$ cat src/rtl/decision_mux_queue.sv
// Collects per-channel trading decisions, timestamps them, and merges them
// round-robin into one FWFT queue with a saturating drop counter.

module dmq_slot #(
    parameter int W = 8
) (
    input  logic         clk,
    input  logic         rst_n,
    input  logic         load,
    input  logic         gnt,
    input  logic [W-1:0] din,
    output logic         occ,
    output logic         drop,
    output logic [W-1:0] dout
);
    // A grant frees the slot on the same edge, so a concurrent strobe refills it.
    assign drop = load && occ && !gnt;

    always_ff @(posedge clk or negedge rst_n) begin
        if (!rst_n) begin
            occ  <= 1'b0;
            dout <= '0;
        end else if (load && (!occ || gnt)) begin
            occ  <= 1'b1;
            dout <= din;
        end else if (gnt) begin
            occ  <= 1'b0;
        end
    end
endmodule

module decision_mux_queue #(
    parameter int N_CH    = 2,
    parameter int TYPE_W  = 8,
    parameter int PRICE_W = 16,
    parameter int SIZE_W  = 16,
    parameter int DEPTH   = 16,
    parameter int TS_W    = 32,
    localparam int CH_W   = (N_CH > 1) ? $clog2(N_CH) : 1,
    localparam int AW     = $clog2(DEPTH)
) (
    input  logic                      clk,
    input  logic                      rst_n,
    input  logic [N_CH-1:0]           in_valid,
    input  logic [N_CH*TYPE_W-1:0]    in_msg_type,
    input  logic [N_CH*PRICE_W-1:0]   in_price,
    input  logic [N_CH*SIZE_W-1:0]    in_size,
    input  logic                      out_ready,
    output logic                      out_valid,
    output logic [TYPE_W-1:0]         out_msg_type,
    output logic [PRICE_W-1:0]        out_price,
    output logic [SIZE_W-1:0]         out_size,
    output logic [CH_W-1:0]           out_channel,
    output logic [TS_W-1:0]           out_ts,
    output logic [AW:0]               fifo_count,
    output logic [15:0]               drop_count
);
    typedef struct packed {
        logic [TYPE_W-1:0]  msg_type;
        logic [PRICE_W-1:0] price;
        logic [SIZE_W-1:0]  size;
        logic [CH_W-1:0]    ch;
        logic [TS_W-1:0]    ts;
    } entry_t;

    logic [TS_W-1:0]        ts_q;
    logic [N_CH-1:0]        occ, gnt, drop, req_hi;
    entry_t [N_CH-1:0]      slot_din, slot_q;
    entry_t                 push_data, head;
    entry_t                 mem [DEPTH];
    logic [CH_W-1:0]        rr_ptr, gnt_idx;
    logic [AW-1:0]          wr_ptr, rd_ptr;
    logic                   found, push, pop, push_ok;
    logic [16:0]            drop_sum, drop_next;

    assign pop     = out_valid && out_ready;
    assign push_ok = (fifo_count != (AW+1)'(DEPTH)) || pop;
    assign push    = found;

    for (genvar i = 0; i < N_CH; i++) begin : g_slot
        assign slot_din[i] = {in_msg_type[i*TYPE_W +: TYPE_W], in_price[i*PRICE_W +: PRICE_W],
                              in_size[i*SIZE_W +: SIZE_W], CH_W'(i), ts_q};
        dmq_slot #(.W($bits(entry_t))) u_slot (
            .clk  (clk),
            .rst_n(rst_n),
            .load (in_valid[i]),
            .gnt  (gnt[i]),
            .din  (slot_din[i]),
            .occ  (occ[i]),
            .drop (drop[i]),
            .dout (slot_q[i])
        );
    end

    // Lowest occupied index at or above rr_ptr wins; otherwise wrap to lowest overall.
    always_comb begin
        req_hi    = '0;
        found     = 1'b0;
        gnt_idx   = '0;
        push_data = '0;
        for (int i = 0; i < N_CH; i++) req_hi[i] = occ[i] && (i >= int'(rr_ptr));
        for (int i = N_CH-1; i >= 0; i--) begin
            if (occ[i]) begin
                found   = 1'b1;
                gnt_idx = CH_W'(i);
            end
        end
        if (req_hi != '0) begin
            for (int i = N_CH-1; i >= 0; i--) if (req_hi[i]) gnt_idx = CH_W'(i);
        end
        if (!push_ok) found = 1'b0;
        gnt = found ? (N_CH'(1) << gnt_idx) : '0;
        for (int i = 0; i < N_CH; i++) if (gnt[i]) push_data = slot_q[i];
    end

    always_comb begin
        drop_sum = '0;
        for (int i = 0; i < N_CH; i++) drop_sum = drop_sum + 17'(drop[i]);
        drop_next = {1'b0, drop_count} + drop_sum;
    end

    always_ff @(posedge clk or negedge rst_n) begin
        if (!rst_n) begin
            ts_q       <= '0;
            rr_ptr     <= '0;
            wr_ptr     <= '0;
            rd_ptr     <= '0;
            fifo_count <= '0;
            drop_count <= '0;
        end else begin
            ts_q       <= ts_q + 1'b1;
            drop_count <= drop_next[16] ? 16'hFFFF : drop_next[15:0];
            if (found) rr_ptr <= (gnt_idx == CH_W'(N_CH-1)) ? '0 : gnt_idx + 1'b1;
            if (push) wr_ptr <= wr_ptr + 1'b1;
            if (pop)  rd_ptr <= rd_ptr + 1'b1;
            case ({push, pop})
                2'b10:   fifo_count <= fifo_count + 1'b1;
                2'b01:   fifo_count <= fifo_count - 1'b1;
                default: fifo_count <= fifo_count;
            endcase
        end
    end

    // Storage needs no reset: fifo_count gates everything visible.
    always_ff @(posedge clk) begin
        if (push) mem[wr_ptr] <= push_data;
    end

    assign head         = mem[rd_ptr];
    assign out_valid    = (fifo_count != '0);
    assign out_msg_type = out_valid ? head.msg_type : '0;
    assign out_price    = out_valid ? head.price    : '0;
    assign out_size     = out_valid ? head.size     : '0;
    assign out_channel  = out_valid ? head.ch       : '0;
    assign out_ts       = out_valid ? head.ts       : '0;
endmodule
$ cat config.mk
export PLATFORM = sky130hd
export DESIGN_NAME = decision_mux_queue
export DESIGN_NICKNAME = d
export VERILOG_FILES = /design/src/rtl/decision_mux_queue.sv
export SDC_FILE = /design/constraint.sdc
export NUM_CORES = 2
export LEC_CHECK = 0
export ABC_AREA = 1
export BUFFER_PORTS_ARGS = -buffer_cell sky130_fd_sc_hd__buf_2
export CAP_MARGIN = 20
export CELL_PAD_IN_SITES_DETAIL_PLACEMENT = 1
export CELL_PAD_IN_SITES_GLOBAL_PLACEMENT = 1
export CORE_UTILIZATION = 35
export CTS_BUF_LIST = sky130_fd_sc_hd__clkbuf_8
export CTS_CLUSTER_DIAMETER = 50
export DETAILED_ROUTE_END_ITERATION = 10
export PLACE_DENSITY = 0.57
export SYNTH_ARGS = -nofsm -noshare
export SYNTH_HDL_FRONTEND = slang
export SYNTH_SLANG_ARGS = --single-unit
$ cat constraint.sdc
create_clock -name clk -period 6.4 [get_ports clk]
set_input_delay 1.28 -clock clk [delete_from_list [all_inputs] [get_ports clk]]
set_output_delay 1.28 -clock clk [all_outputs]
set_load 0.03 [all_outputs]
==> Word-level counts from Yosys, hierarchy flattened <==
Memory sizes are Yosys's and may differ from the RTL's.
Index checks and enable logic that the tools add are counted.
{ "word_totals": {"mem_count": 1, "inputBits": 85, "ramBits": 1168, "register_bits": 209, "out_inout_bits": 95} }
{ "memory_table": {"columns": ["memory", "words", "word_bits", "read_ports", "rd_clocked_by_memory_dff", "wr", "line_no", "source"], "rows": [
  ["mem", 16, 73, 1, 0, 1, "70", "entry_t mem [DEPTH];"]
]} }
{ "classes": {"n_eq_ne": 3, "muxes": 24, "magnitude_cmp": 1, "reduce_logical": 20, "shifts": 1, "n_addsub": 8} }
{ "op_table": {"columns": ["operator", "count"], "rows": [
  ["$mux 73", 2],
  ["$mux 16", 3],
  ["$add 32x1->32 const B", 1],
  ["$mux 32", 1],
  ["$add 16x2->17", 1],
  ["$mux 1", 15],
  ["$pmux 5 s2", 1],
  ["$add 4x1->4 const B", 2],
  ["$logic_and 1x1->1", 8],
  ["$mux 8", 1],
  ["$reduce_bool 2->1", 4],
  ["$add 5x1->5 const B", 1],
  ["$ne 5x5->1 const B", 1],
  ["$reduce_bool 5->1", 1],
  ["$sub 5x1->5 const B", 1],
  ["$logic_not 1->1", 4],
  ["$logic_or 1x1->1", 3],
  ["$add 1x1->2", 1],
  ["$eq 2x1->1 const B", 1],
  ["$eq 2x2->1 const B", 1],
  ["$mux 2", 1],
  ["$shl 1x1->2 const A", 1],
  ["$add 1x1->1 const B", 1],
  ["$ge 1x1->1 const A", 1]
]} }

==> Logic depth before layout (Yosys ltp) <==
{ "depth": {"word_depth": 12, "ltp_mapped": 16} }

==> Modules after synthesis <==
Synthesis repeated with hierarchy kept, for this count alone.
{ "unflattened": {"hier_cells": 5896, "area_unflattened_um2": 59723.5} }
{ "modules_own_cells": {"columns": ["module", "seq_area_each_um2", "area_each_um2", "instances", "cells_each"], "rows": [
  ["decision_mux_queue", 36625.1, 53805.4, 1, 5252],
  ["dmq_slot", 1851.8, 2959.1, 2, 322]
]} }

==> Worst setup path before layout <==
No wires, ideal clock.
{ "synth_path": {"path_kind": "input to register", "startpoint": "input out_ready", "endpoint": "memory mem[0][0] (netlist name) (enable)", "path_stages": 6, "t_arrival_ps": 4866, "required_ps": 5895, "path_slack_ps": 1029, "path_cell_list": "inv_1 > nand4_4 > nand2_1 > inv_1 > nand2_1 > nor2_1"} }
{ "synth_via": {"elab_chain_len": 5} }
{ "synth_lines": {"columns": ["item", "line_no", "source"], "rows": [
  ["start, declared", "48", "input logic out_ready,"],
  ["$logic_and 1x1->1", "76", "assign pop = out_valid && out_ready;"],
  ["$logic_or 1x1->1", "77", "assign push_ok = (fifo_count != (AW+1)'(DEPTH)) || pop;"],
  ["$mux 1", "111", "if (!push_ok) found = 1'b0;"],
  ["$mux 1", "146", "if (push) mem[wr_ptr] <= push_data;"],
  ["$mux 1 (not written as such)", "146", null],
  ["end, declared", "70", null]
]} }
Every way passes these cells.

==> Worst setup path after layout <==
{ "layout_path": {"startpoint": "register rd_ptr[0]", "endpoint": "output out_ts[9]"} }
{ "layout_via": {"elab_chain_len": 2} }
{ "layout_lines": {"columns": ["item", "line_no", "source"], "rows": [
  ["start, declared", "72", "logic [AW-1:0] wr_ptr, rd_ptr;"],
  ["start signal, assigned", "135", "if (pop) rd_ptr <= rd_ptr + 1'b1;"],
  ["$mem_v2 16x73", null, null],
  ["$mux 32", "155", "assign out_ts = out_valid ? head.ts : '0;"],
  ["end, declared", "54", "output logic [TS_W-1:0] out_ts,"]
]} }
Every way passes these cells.

==> metrics <==
CTS Buf Count approximately 240; Starting Density 35.4%; met1 wire length ~87000 um; unrepaired setup endpoints after global routing no; top post-synthesis cells by area edfxtp_1, nand2_1, dfrtp_1, nand3_1, inv_1; chip width 414 um; Fin. Hold Viols 0; port buffer count approximately 180; CP startpoint kind flip-flop; CP Max Fanout 233; Slew headroom 26.9%; CTS tree built; clk slew on worst S/H paths about 0.060 ns; period utilization 89.0%; Resize count post-CTS 0; Layout area overhead 13.8%; worst skew pair latency between 0.9 and 1 ns; layout cells sized above 1 11.1%; Setup crit end kind output port; DRT iter0 DRCs approximately 2.7k; largest net degree at the start of global routing 234; status completed; Post-Route WL 189000 um; Yosys top cell by area edfxtp_1; Vias/cell 4.96; drt pass-1 iters 5; Slew @ Worst Pin about 1.1 ns; Rows 150; Vias 42.2k; reg2reg start fifo_count[1]; Post-DP HPWL between 100000 and 150000 um; Overflow after GRT 0; leakage power 29.2 nW; Yosys reg bits 1377; library cells used by synthesis 34; die footprint between 0.15 and 0.2 mm^2; Core Util, Final 40.3%; Min-Delay Path Class in2async; max-cap check violation count 0; Mapped Nets roughly 6.0k; share of the synthesized area in the top cell type between 50% and 60%; worst endpoint data arrival time around 4.4 ns; register area share after synthesis between 60 and 70%; Clk Tree Root Cell clkbuf_8; Final Setup Violations 0; core area around 0.17 mm^2; mapped cell area 0.0594 mm^2; cts hold-fix bufs 0; first-pass GRT wire length 281000 um; DRC 0; worst vdd ir 472 uV; Routed Antenna Nets 0; drt wl/cell around 22 um; fin crit period 5.69 ns; met3 wire len ~11000 um; initial antenna violation count 22; GR Util All Layers roughly 22%; RD Place Congestion just under 0.8; # fillers 18.9k; Total Nets Final 6202; Pwr per Cell Area 525 mW/mm^2; CTS Buffer Depth 3; CTS H-Tree Depth 4; max-slew violation count 0; synthesized area per cell 10.1 um^2; clock sinks 1377; met2 wire length 85500 um; Highest Signal Layer met5; critical path class reg2out; vias in the first global route between 40k and 50k; worst setup path start rd_ptr[0]; io pins 180; Post-Syn Instances 5860; Critical Path RT approximately 5.1 ns; post-CTS setup buffers 0; die height 414 um; FMAX 176 MHz; Fin Setup TNS 0 ns; Yosys Warn Count 0; clk_skew 0.0397 ns; Overall Power 35.5 mW
cells by family (layout without fill, tap and decap cells):
group                      after synthesis  count (layout)  share of synthesized area [%]
buffers and inverters                 1038            1475                           7.33
and+or+nand+nor                       3217            3217                           22.5
adders and majority gates               13              13                          0.299
xor gates and xnor gates                29              29                          0.428
DFF                                   1377            1377                           67.9
AOI/OAI and AO/OA                      186             186                           1.64
other                                    0              11                              0
cell usage in the layout (no fill, tap or decap), types with 2 or more instances in the layout:
master / n
edfxtp_1: 1168
inv_6: 2
xnor2_1: 2
bufinv_16: 4
inv_8: 3
buf_4: 100
clkinv_1: 52
nor3_2: 3
nand2_1: 2217
o21ai_1: 35
o21ai_2: 33
buf_16: 5
ha_1: 11
nor2_1: 38
clkinvlp_4: 5
clkbuf_8: 249
buf_8: 2
or2_2: 3
buf_2: 177
nor3_1: 19
buf_12: 29
inv_1: 811
nand2_2: 12
nor2_2: 5
dfrtp_1: 205
clkinv_8: 2
fa_1: 2
clkinv_2: 24
nand2_4: 3
buf_6: 2
xor2_1: 27
o21ai_0: 43
nand3_1: 890
inv_2: 5
diode_2: 11
dfrtp_4: 4
nand4_1: 5
nor2_4: 18
a21oi_1: 74
critical path, cell delays in order (launching register included):
cell	delay [ns]
dfrtp_4	0.81
clkinv_16	0.63
buf_4	0.51
nand2_1	0.10
nand3_1	0.06
nand3_1	0.11
nand3_1	0.09
a21oi_1	0.57
buf_2	0.32
where the power goes:
part           internal (mW)  total, mW  switching, mW  leakage, nW
clock                   3.73       7.45           3.71         2.55
combinational           3.48       14.6           11.1         13.1
sequential              12.8       13.5          0.646         13.5
final cells by class:
class / instances / area, um^2 / area share (%)
diodes: 11 / 27.5 / 0.0407
inverters: 726 / 2770 / 4.09
multi-input cells: 3445 / 15000 / 22.2
repair buffers: 316 / 2430 / 3.60
clock inverters: 184 / 890 / 1.32
flip-flops and latches: 1377 / 40300 / 59.6
well taps: 2204 / 2760 / 4.08
clock buffers: 249 / 3430 / 5.07
per-layer routing:
metal,track usage [%],up-vias
met1,30.8,21305
met5,0,-
met4,7.13,12
met3,4.33,336
li1,-,19603
met2,35.0,947
state kept, by name (all words and copies together) (netlist names):
signal,cells
drop_count,16
fifo_count,5
g_slot.u_slot.dout,145
g_slot.u_slot.occ,2
mem,1168
rd_ptr,4
rr_ptr,1
ts_q,32
wr_ptr,4
metrics by stage:
stage          std cells  worst slack (ns)  instance area [um^2]  hold WS, ns
2_1_floorplan       5860              1.03                 59400        0.422
3_3_place_gp        8053              1.76                 63000        0.440
3_5_place_dp        8057              1.78                 63000        0.457
4_1_cts             8490             0.655                 67400        0.169
5_1_grt             8507             0.587                 67600        0.228
6_report            8512             0.706                 67600        0.252
cell usage after synthesis, drive strengths merged:
cell type	count
nand2	2232
edfxtp	1168
nand3	891
inv	726
buf	257
dfrtp	209
o21ai	111
a21oi	75
nor2	61
clkbuf	55
xor2	27
nor3	22
ha	11
nand4	6
or2	4
fa	2
xnor2	2
nand3b	1
final timing paths:
check	endpoint	slack (ns)	cells after the start
min	g_slot[1].u_slot.dout[28]	0.25	1
max reg2reg	drop_count[12]	3.02	13
max in group asynchronous	rd_ptr[3]	4.83	2
min in group clk	g_slot[1].u_slot.dout[67]	0.47	2
min reg2reg	g_slot[1].u_slot.dout[67]	0.47	2
max	out_ts[9]	0.71	8
(Power assumes the default switching activity.)
